$ cat src/rtl/uart_pkg.sv
// uart_pkg: state encoding and bit-timer derivation shared by uart_tx and uart_rx.
// Latency: n/a (types and constant functions only).
// Backpressure: n/a.
package uart_pkg;

    typedef enum logic [2:0] {
        S_IDLE      = 3'd0,
        S_START     = 3'd1,
        S_DATA      = 3'd2,
        S_PARITY    = 3'd3,
        S_STOP      = 3'd4,
        S_WAIT_IDLE = 3'd5
    } state_t;

    // Integer truncation: the receiver runs on exactly the transmitter's bit period.
    function automatic int bit_ticks(input int clock_freq, input int baud_rate);
        return clock_freq / baud_rate;
    endfunction

    function automatic int half_ticks(input int clock_freq, input int baud_rate);
        return bit_ticks(clock_freq, baud_rate) / 2;
    endfunction

endpackage

$ cat src/rtl/uart_bit_timer.sv
// uart_bit_timer: clearable counter raising tick when it reaches a programmable terminal count.
// Latency: tick is combinational from the count; the count wraps to 0 the cycle after tick.
// Backpressure: none.
module uart_bit_timer #(
    parameter int W = 10
) (
    input  logic         clk,
    input  logic         rst_ni,
    input  logic         clr,
    input  logic [W-1:0] term,
    output logic         tick
);

    logic [W-1:0] cnt_q;

    assign tick = (cnt_q == term);

    always_ff @(posedge clk or negedge rst_ni) begin
        if (!rst_ni) begin
            cnt_q <= '0;
        end else if (clr || tick) begin
            cnt_q <= '0;
        end else begin
            cnt_q <= cnt_q + 1'b1;
        end
    end

endmodule

$ cat src/rtl/uart_rx.sv
// uart_rx: oversampling UART receiver, 8N1 by default, 8E1 when UART_RX_PARITY_EN is defined.
// Latency: 2-cycle input sync; byte and status pulse appear the cycle after the mid-stop sample.
// Backpressure: none; dout_o holds only until the next frame completes.
module uart_rx
    import uart_pkg::*;
#(
    parameter int CLOCK_FREQ = 100_000_000,
    parameter int BAUD_RATE  = 115_200
) (
    input  logic       clk,
    input  logic       rst_ni,
    input  logic       rx_i,
    output logic [7:0] dout_o,
    output logic       rx_done_tick_o,
    output logic       frame_err_o,
    output logic       parity_err_o
);

    localparam int BIT_TICKS  = bit_ticks(CLOCK_FREQ, BAUD_RATE);
    localparam int HALF_TICKS = half_ticks(CLOCK_FREQ, BAUD_RATE);
    localparam int TW         = $clog2(BIT_TICKS);
    localparam logic [TW-1:0] BIT_TERM  = TW'(BIT_TICKS - 1);
    localparam logic [TW-1:0] HALF_TERM = TW'(HALF_TICKS - 1);

    state_t     state_q, state_d;
    logic       rx_meta, rx_s;
    logic [7:0] shift_q;
    logic [2:0] bit_idx_q;
    logic       timer_clr, timer_half, tick;
    logic       shift_en, idx_clr, load_dout, done_d, ferr_d, par_bad;

    uart_bit_timer #(.W(TW)) u_timer (
        .clk    (clk),
        .rst_ni (rst_ni),
        .clr    (timer_clr),
        .term   (timer_half ? HALF_TERM : BIT_TERM),
        .tick   (tick)
    );

`ifdef UART_RX_PARITY_EN
    logic par_q, par_en, perr_d;

    assign par_bad = par_q ^ (^shift_q);

    always_ff @(posedge clk or negedge rst_ni) begin
        if (!rst_ni) begin
            par_q        <= 1'b0;
            parity_err_o <= 1'b0;
        end else begin
            parity_err_o <= perr_d;
            if (par_en) par_q <= rx_s;
        end
    end
`else
    assign par_bad      = 1'b0;
    assign parity_err_o = 1'b0;
`endif

    always_comb begin
        state_d    = state_q;
        timer_clr  = 1'b0;
        timer_half = 1'b0;
        shift_en   = 1'b0;
        idx_clr    = 1'b0;
        load_dout  = 1'b0;
        done_d     = 1'b0;
        ferr_d     = 1'b0;
`ifdef UART_RX_PARITY_EN
        par_en     = 1'b0;
        perr_d     = 1'b0;
`endif
        case (state_q)
            S_IDLE: begin
                timer_clr = 1'b1;
                if (!rx_s) state_d = S_START;
            end
            S_START: begin
                timer_half = 1'b1;
                if (tick) begin
                    // A start bit that is gone by mid-bit was a glitch.
                    if (!rx_s) begin
                        idx_clr = 1'b1;
                        state_d = S_DATA;
                    end else begin
                        state_d = S_IDLE;
                    end
                end
            end
            S_DATA: begin
                if (tick) begin
                    shift_en = 1'b1;
                    if (bit_idx_q == 3'd7) begin
`ifdef UART_RX_PARITY_EN
                        state_d = S_PARITY;
`else
                        state_d = S_STOP;
`endif
                    end
                end
            end
`ifdef UART_RX_PARITY_EN
            S_PARITY: begin
                if (tick) begin
                    par_en  = 1'b1;
                    state_d = S_STOP;
                end
            end
`endif
            S_STOP: begin
                if (tick) begin
                    load_dout = 1'b1;
                    // Leaving at mid-stop keeps a directly following start bit catchable.
                    if (rx_s) begin
                        state_d = S_IDLE;
`ifdef UART_RX_PARITY_EN
                        perr_d  = par_bad;
`endif
                        done_d  = !par_bad;
                    end else begin
                        ferr_d  = 1'b1;
                        state_d = S_WAIT_IDLE;
                    end
                end
            end
            S_WAIT_IDLE: begin
                timer_clr = 1'b1;
                if (rx_s) state_d = S_IDLE;
            end
            default: begin
                timer_clr = 1'b1;
                state_d   = S_IDLE;
            end
        endcase
    end

    always_ff @(posedge clk or negedge rst_ni) begin
        if (!rst_ni) begin
            rx_meta        <= 1'b1;
            rx_s           <= 1'b1;
            state_q        <= S_IDLE;
            shift_q        <= '0;
            bit_idx_q      <= '0;
            dout_o         <= '0;
            rx_done_tick_o <= 1'b0;
            frame_err_o    <= 1'b0;
        end else begin
            rx_meta        <= rx_i;
            rx_s           <= rx_meta;
            state_q        <= state_d;
            rx_done_tick_o <= done_d;
            frame_err_o    <= ferr_d;
            if (idx_clr) begin
                bit_idx_q <= '0;
            end else if (shift_en) begin
                bit_idx_q <= bit_idx_q + 3'd1;
            end
            if (shift_en) shift_q <= {rx_s, shift_q[7:1]};
            if (load_dout) dout_o <= shift_q;
        end
    end

endmodule

$ cat config.mk
export PLATFORM = sky130hd
export DESIGN_NAME = uart_rx
export DESIGN_NICKNAME = d
export VERILOG_FILES = /design/src/rtl/uart_pkg.sv /design/src/rtl/uart_bit_timer.sv /design/src/rtl/uart_rx.sv
export SDC_FILE = /design/constraint.sdc
export NUM_CORES = 1
export LEC_CHECK = 0
export CAP_MARGIN = 20
export CORE_MARGIN = 2
export CORE_UTILIZATION = 50
export CTS_CLUSTER_DIAMETER = 100
export CTS_CLUSTER_SIZE = 12
export DETAILED_ROUTE_END_ITERATION = 16
export PLACE_DENSITY = 0.76
export RECOVER_POWER = 100
export SYNTH_ARGS = -nofsm -noshare
export SYNTH_HDL_FRONTEND = slang
export SYNTH_SLANG_ARGS = --single-unit
$ cat constraint.sdc
create_clock -name clk -period 2 [get_ports clk]
set_input_delay 0.4 -clock clk [delete_from_list [all_inputs] [get_ports clk]]
set_output_delay 0.4 -clock clk [all_outputs]
set_load 0.01 [all_outputs]
=== Yosys cells after proc, flatten, opt, wreduce, memory -nomap -nowiden ===
Cells that the tools add are included.

* Equality and inequality tests: 12
* Reductions and logical operators: 5
* Mux-type cells: 25
* $add $sub $neg: 2

{| class="wikitable"
|+ Operator list
! kind !! count
|-
| 3-bit 2-to-1 mux || 9
|-
| 10-bit 2-to-1 mux || 2
|-
| 3-bit case mux with 5 select lines || 1
|-
| 1-bit 2-to-1 mux || 12
|-
| 10-bit by 1-bit adder with 10-bit output (second input constant) || 1
|-
| 10-bit == test || 1
|-
| 3-bit == test (second input constant) || 3
|-
| 2-bit by 1-bit inequality test with 1-bit output (second input constant) || 3
|-
| 2-bit inequality test (second input constant) || 3
|-
| 6-bit AND reduction || 1
|-
| 3-bit by 1-bit adder with 3-bit output (second input constant) || 1
|-
| 3-bit by 1-bit == test with 1-bit output (second input constant) || 1
|-
| 3-bit by 2-bit == test with 1-bit output (second input constant) || 1
|-
| 3-bit logical NOT || 1
|-
| 3-bit OR reduction || 1
|-
| 2-bit 2-to-1 mux || 1
|-
| 2-bit nonzero test || 1
|-
| 1-bit logical OR || 1
|}

* Logic and storage cells: 53
* Flip-flop bits (word level): 36

=== Logic depth before layout (Yosys ltp) ===
* Depth in word-level cells: 8
* Mapped depth: 5
* Mapped depth without buffers: 5

=== Cells and area by module ===
A second synthesis with hierarchy kept.

* Cell total of the unflattened synthesis: 134
* Area, all modules: 1,664.1 um2

{| class="wikitable"
|+ Modules (own cells, without submodules)
! module !! cells an instance !! seq. area each (um2) !! area each (um2) !! instances
|-
| uart_rx || 81 || 653.1 || 1,096.1 || 1
|-
| uart_bit_timer || 53 || 250.2 || 568.0 || 1
|}

=== Least setup slack after synthesis ===
OpenSTA, ideal clock, no wires.

* Kind: register -> register
* Start: register u_timer.cnt_q[2]
* End: register dout_o[0]
* Clock period less this slack: 1.737 ns
* Arrival time: 1.612 ns
* Setup slack: 0.263 ns
* Buffers on the path: 0
* Required time: 1.875 ns
* Stages on the path, launching flop included: 5
* Path through: dfrtp_1 -> and4bb_2 -> nand4_4 -> nor3b_4 -> mux2_2

* Word-level cells in the longest chain between the ends: 3

{| class="wikitable"
|+ Ends and longest elaborated chain
! what !! RTL line !! source
|-
| start, declared || uart_bit_timer.sv:14 || <nowiki>logic [W-1:0] cnt_q;</nowiki>
|-
| start signal, assigned || uart_bit_timer.sv:24 || <nowiki>cnt_q <= cnt_q + 1'b1;</nowiki>
|-
| 10-bit == test || uart_bit_timer.sv:16 || <nowiki>assign tick = (cnt_q == term);</nowiki>
|-
| 1-bit 2-to-1 mux || uart_rx.sv:110 || <nowiki>if (tick) begin</nowiki>
|-
| 1-bit 2-to-1 mux || uart_rx.sv:72 || <nowiki>case (state_q)</nowiki>
|-
| end signal, assigned || uart_rx.sv:158 || <nowiki>if (load_dout) dout_o <= shift_q;</nowiki>
|-
| end, declared || uart_rx.sv:13 || <nowiki>output logic [7:0] dout_o,</nowiki>
|}

Every way passes these cells.
A chain may end at the register's enable or synchronous reset.

=== Worst setup path after layout ===
* Start: register u_timer.cnt_q[2]
* End: register shift_q[0]

* Word-level cells in the longest chain between the ends: 3

{| class="wikitable"
|+ Ends and longest elaborated chain
! what !! RTL line !! source
|-
| 10-bit == test || uart_bit_timer.sv:16 ||
|-
| 1-bit 2-to-1 mux || uart_rx.sv:90 || <nowiki>if (tick) begin</nowiki>
|-
| 1-bit 2-to-1 mux || uart_rx.sv:72 ||
|-
| end signal, assigned || uart_rx.sv:157 || <nowiki>if (shift_en) shift_q <= {rx_s, shift_q[7:1]};</nowiki>
|-
| end, declared || uart_rx.sv:27 || <nowiki>logic [7:0] shift_q;</nowiki>
|}

Every way passes these cells.

==> flow_metrics.tcl <==
set metrics [dict create \
    synth_mux_area_frac 0.118 \
    synth_top_family_by_area "simple AND/OR/NAND/NOR gates" \
    grt_pass1_wl_um 4890 \
    hp-start "rx_meta" \
    portBuffers 12 \
    cts-buffers-inserted 5 \
    die_h_um 60.9 \
    cp_max_fo 11 \
    die_w_um 60.9 \
    drive_gt1_frac 0.226 \
    yosysWarningCount 0 \
    setup-violations-final 0 \
    cp.required_ps 2230 \
    synth_fa_ha_area_frac 0.0232 \
    core_um2 3080 \
    async_flop_share 1.00 \
    synth_edf_count 0 \
    syn_area_per_cell_um2 12.9 \
    worst_pin_slew_ps 854 \
    vdd_drop_max_mv 0.460 \
    gp_congestion 0.836 \
    vias 1023 \
    grt_overflow 0 \
    nNetsFinal 152 \
    num_io_pins 14 \
    hp-class "reg -> reg" \
    end_kind "register" \
    finalHoldViolations 0 \
    rows 20 \
    p_leak_nw 0.913 \
    hold_depth 0 \
    routed_wl_um 2760 \
    grt_usage 0.185 \
    clk_latency_ps 330 \
    synth_cell_types 39 \
    antenna_found_initial 0 \
    h-tree-depth 2 \
    placed_area_um2 1820 \
    start_kind "register" \
    fin_skew_ps 9.65 \
    tritoncts "yes" \
    final_area_um2 1860 \
    cellPowerDensity_nw_per_um2 636 \
    worstPathArrival_ps 2100 \
    drcViolationCount 0 \
    ys_ff_latch 36 \
    grt_pass1_vias 1024 \
    post_cts_resized 0 \
    grt_max_degree 37 \
    fin_crit_sh 0.936 \
    clock_sinks 36 \
    slew_headroom 0.431 \
    antenna_cells 0 \
    start_util 0.526 \
    status "complete, no violations" \
    tns_ps 0 \
    clockBufferDepth 2 \
    clk_pin_slew_ps 100 \
    criticalPathCategory "reg -> reg" \
    totalPowerFinal_mw 1.18 \
    rr_worst_depth 5 \
    timing.rr.start "u_timer.cnt_q[2]" \
    cts_root_buf "clkbuf_4" \
    drt_first_iter_violations 112 \
    viasPerCell 5.38 \
    synth_compound_area_frac 0.0757 \
    antenna_left 0 \
    synthesis.nets 132 \
    dp_hpwl_um 1920 \
    drtPass1Iterations 4 \
    syn_area_um2 1620 \
    netlist_instances 126 \
    fmax_mhz 534 \
    hold_buffers 0 \
    final_cells 190 \
    finalMaxSlewViolations 0 \
    fillCellCount 255 \
    synth-simple-area-share 0.155 \
    timing.hold.ws_ps 359 \
    min_to "rx_s" \
    drv_cap 0 \
    min_period_ps 1870 \
    reg2reg_slack_ps 130 \
    rsz0062_at_grt "false" \
    dp.cells 183 \
    timing.rr.end "shift_q[0]" \
    wl_per_cell_um 14.5 \
    die-area_um2 3710 \
    postCtsSetupRepairBufs 0 \
    seq_area_frac_synth 0.558 \
    synth_flop_cell "dfrtp_1" \
    synth_xor_xnor_area_share 0.0486 \
    area_growth_pct 14.8 \
]
-- layout by cell type (no fill, tap or decap), drive strengths merged, types with 2 or more instances in the layout --
master       instances
a22o                 2
nand3b               2
and4bb               2
nand2                6
inv                  3
nor2b                2
nor2                11
xor2                 3
xnor2                6
mux2                17
nand3                3
o21ai                2
ha                   3
dlygate4sd3         12
dfrtp               34
clkbuf               8
nor3b                2
nor3                 3
and2                 2
buf                  3
dfstp                2
a21o                 2
-- cell usage after synthesis, types with 3 or more instances --
cell type	n	area, um2
xnor2_1	6	52.6
xor2_1	3	26.3
dfrtp_1	34	851
nand3_1	3	15.0
nand2_1	6	22.5
inv_1	3	11.3
mux2_2	17	191
nor2_1	11	41.3
ha_1	3	37.5
-- metal layers --
| layer | track usage | vias to the layer above | share of wire |
|---|---|---|---|
| li1 | - | 486 | - |
| met1 | 0.249 | 507 | 0.48 |
| met2 | 0.275 | 24 | 0.46 |
| met3 | 0.0704 | 6 | 0.048 |
| met4 | 0.0683 | 0 | 0.015 |
| met5 | 0 | - | 0 |
-- through the flow --
stage,setup slack [ps],util
finish,128,0.604
global route,21.5,0.604
CTS,175,0.612
detailed placement,208,0.591
global placement,224,0.591
floorplan,263,-
-- sequential cells by signal, summed over array words and instances, names as in the netlist --
name	flops
u_timer.cnt_q	10
dout_o	8
shift_q	8
bit_idx_q	3
state_q	3
frame_err_o	1
rx_done_tick_o	1
rx_meta	1
rx_s	1
-- cell type report --
cell class | count | area, um2 | share of cell area
flip-flops and latches | 36 | 903 | 0.486
multi-input cells | 84 | 666 | 0.358
repair buffers | 16 | 160 | 0.0861
clock buffers | 7 | 65.1 | 0.0350
well taps | 44 | 55.1 | 0.0296
inverters | 3 | 11.3 | 0.00605
-- how the worst max path moves through the flow --
stage / startpoint / end / slack, ps / depth (start not counted)
4_1_cts: state_q[0] / bit_idx_q[0] / 170 / 4
5_1_grt: u_timer.cnt_q[2] / shift_q[0] / 20 / 5
6_report: u_timer.cnt_q[2] / shift_q[0] / 130 / 5
3_3_place_gp: state_q[0] / bit_idx_q[0] / 220 / 4
3_5_place_dp: state_q[0] / bit_idx_q[0] / 210 / 4
2_1_floorplan: u_timer.cnt_q[2] / dout_o[0] / 260 / 4
-- critical path: stages, from the launching register on --
cell	delay (ps)
dfrtp_1	440
and4bb_1	340
nand4_1	200
nor3_1	220
buf_4	220
mux2_2	350
-- power breakdown --
part / internal (mW) / total [mW] / switching (mW)
combinational: 0.00459 / 0.0201 / 0.0155
sequential: 0.731 / 0.734 / 0.00239
clock: 0.199 / 0.430 / 0.230
total: 0.935 / 1.18 / 0.248
-- logic make-up (layout without fill, tap and decap cells) --
group / count (synthesis) / in the layout
simple gates: 39 / 39
flops: 36 / 36
mux: 17 / 17
compound gates: 15 / 15
xor+xnor: 9 / 9
buf+inv: 6 / 26
fa+ha+maj: 3 / 3
other cells: 1 / 1
(Power assumes the default switching activity.)
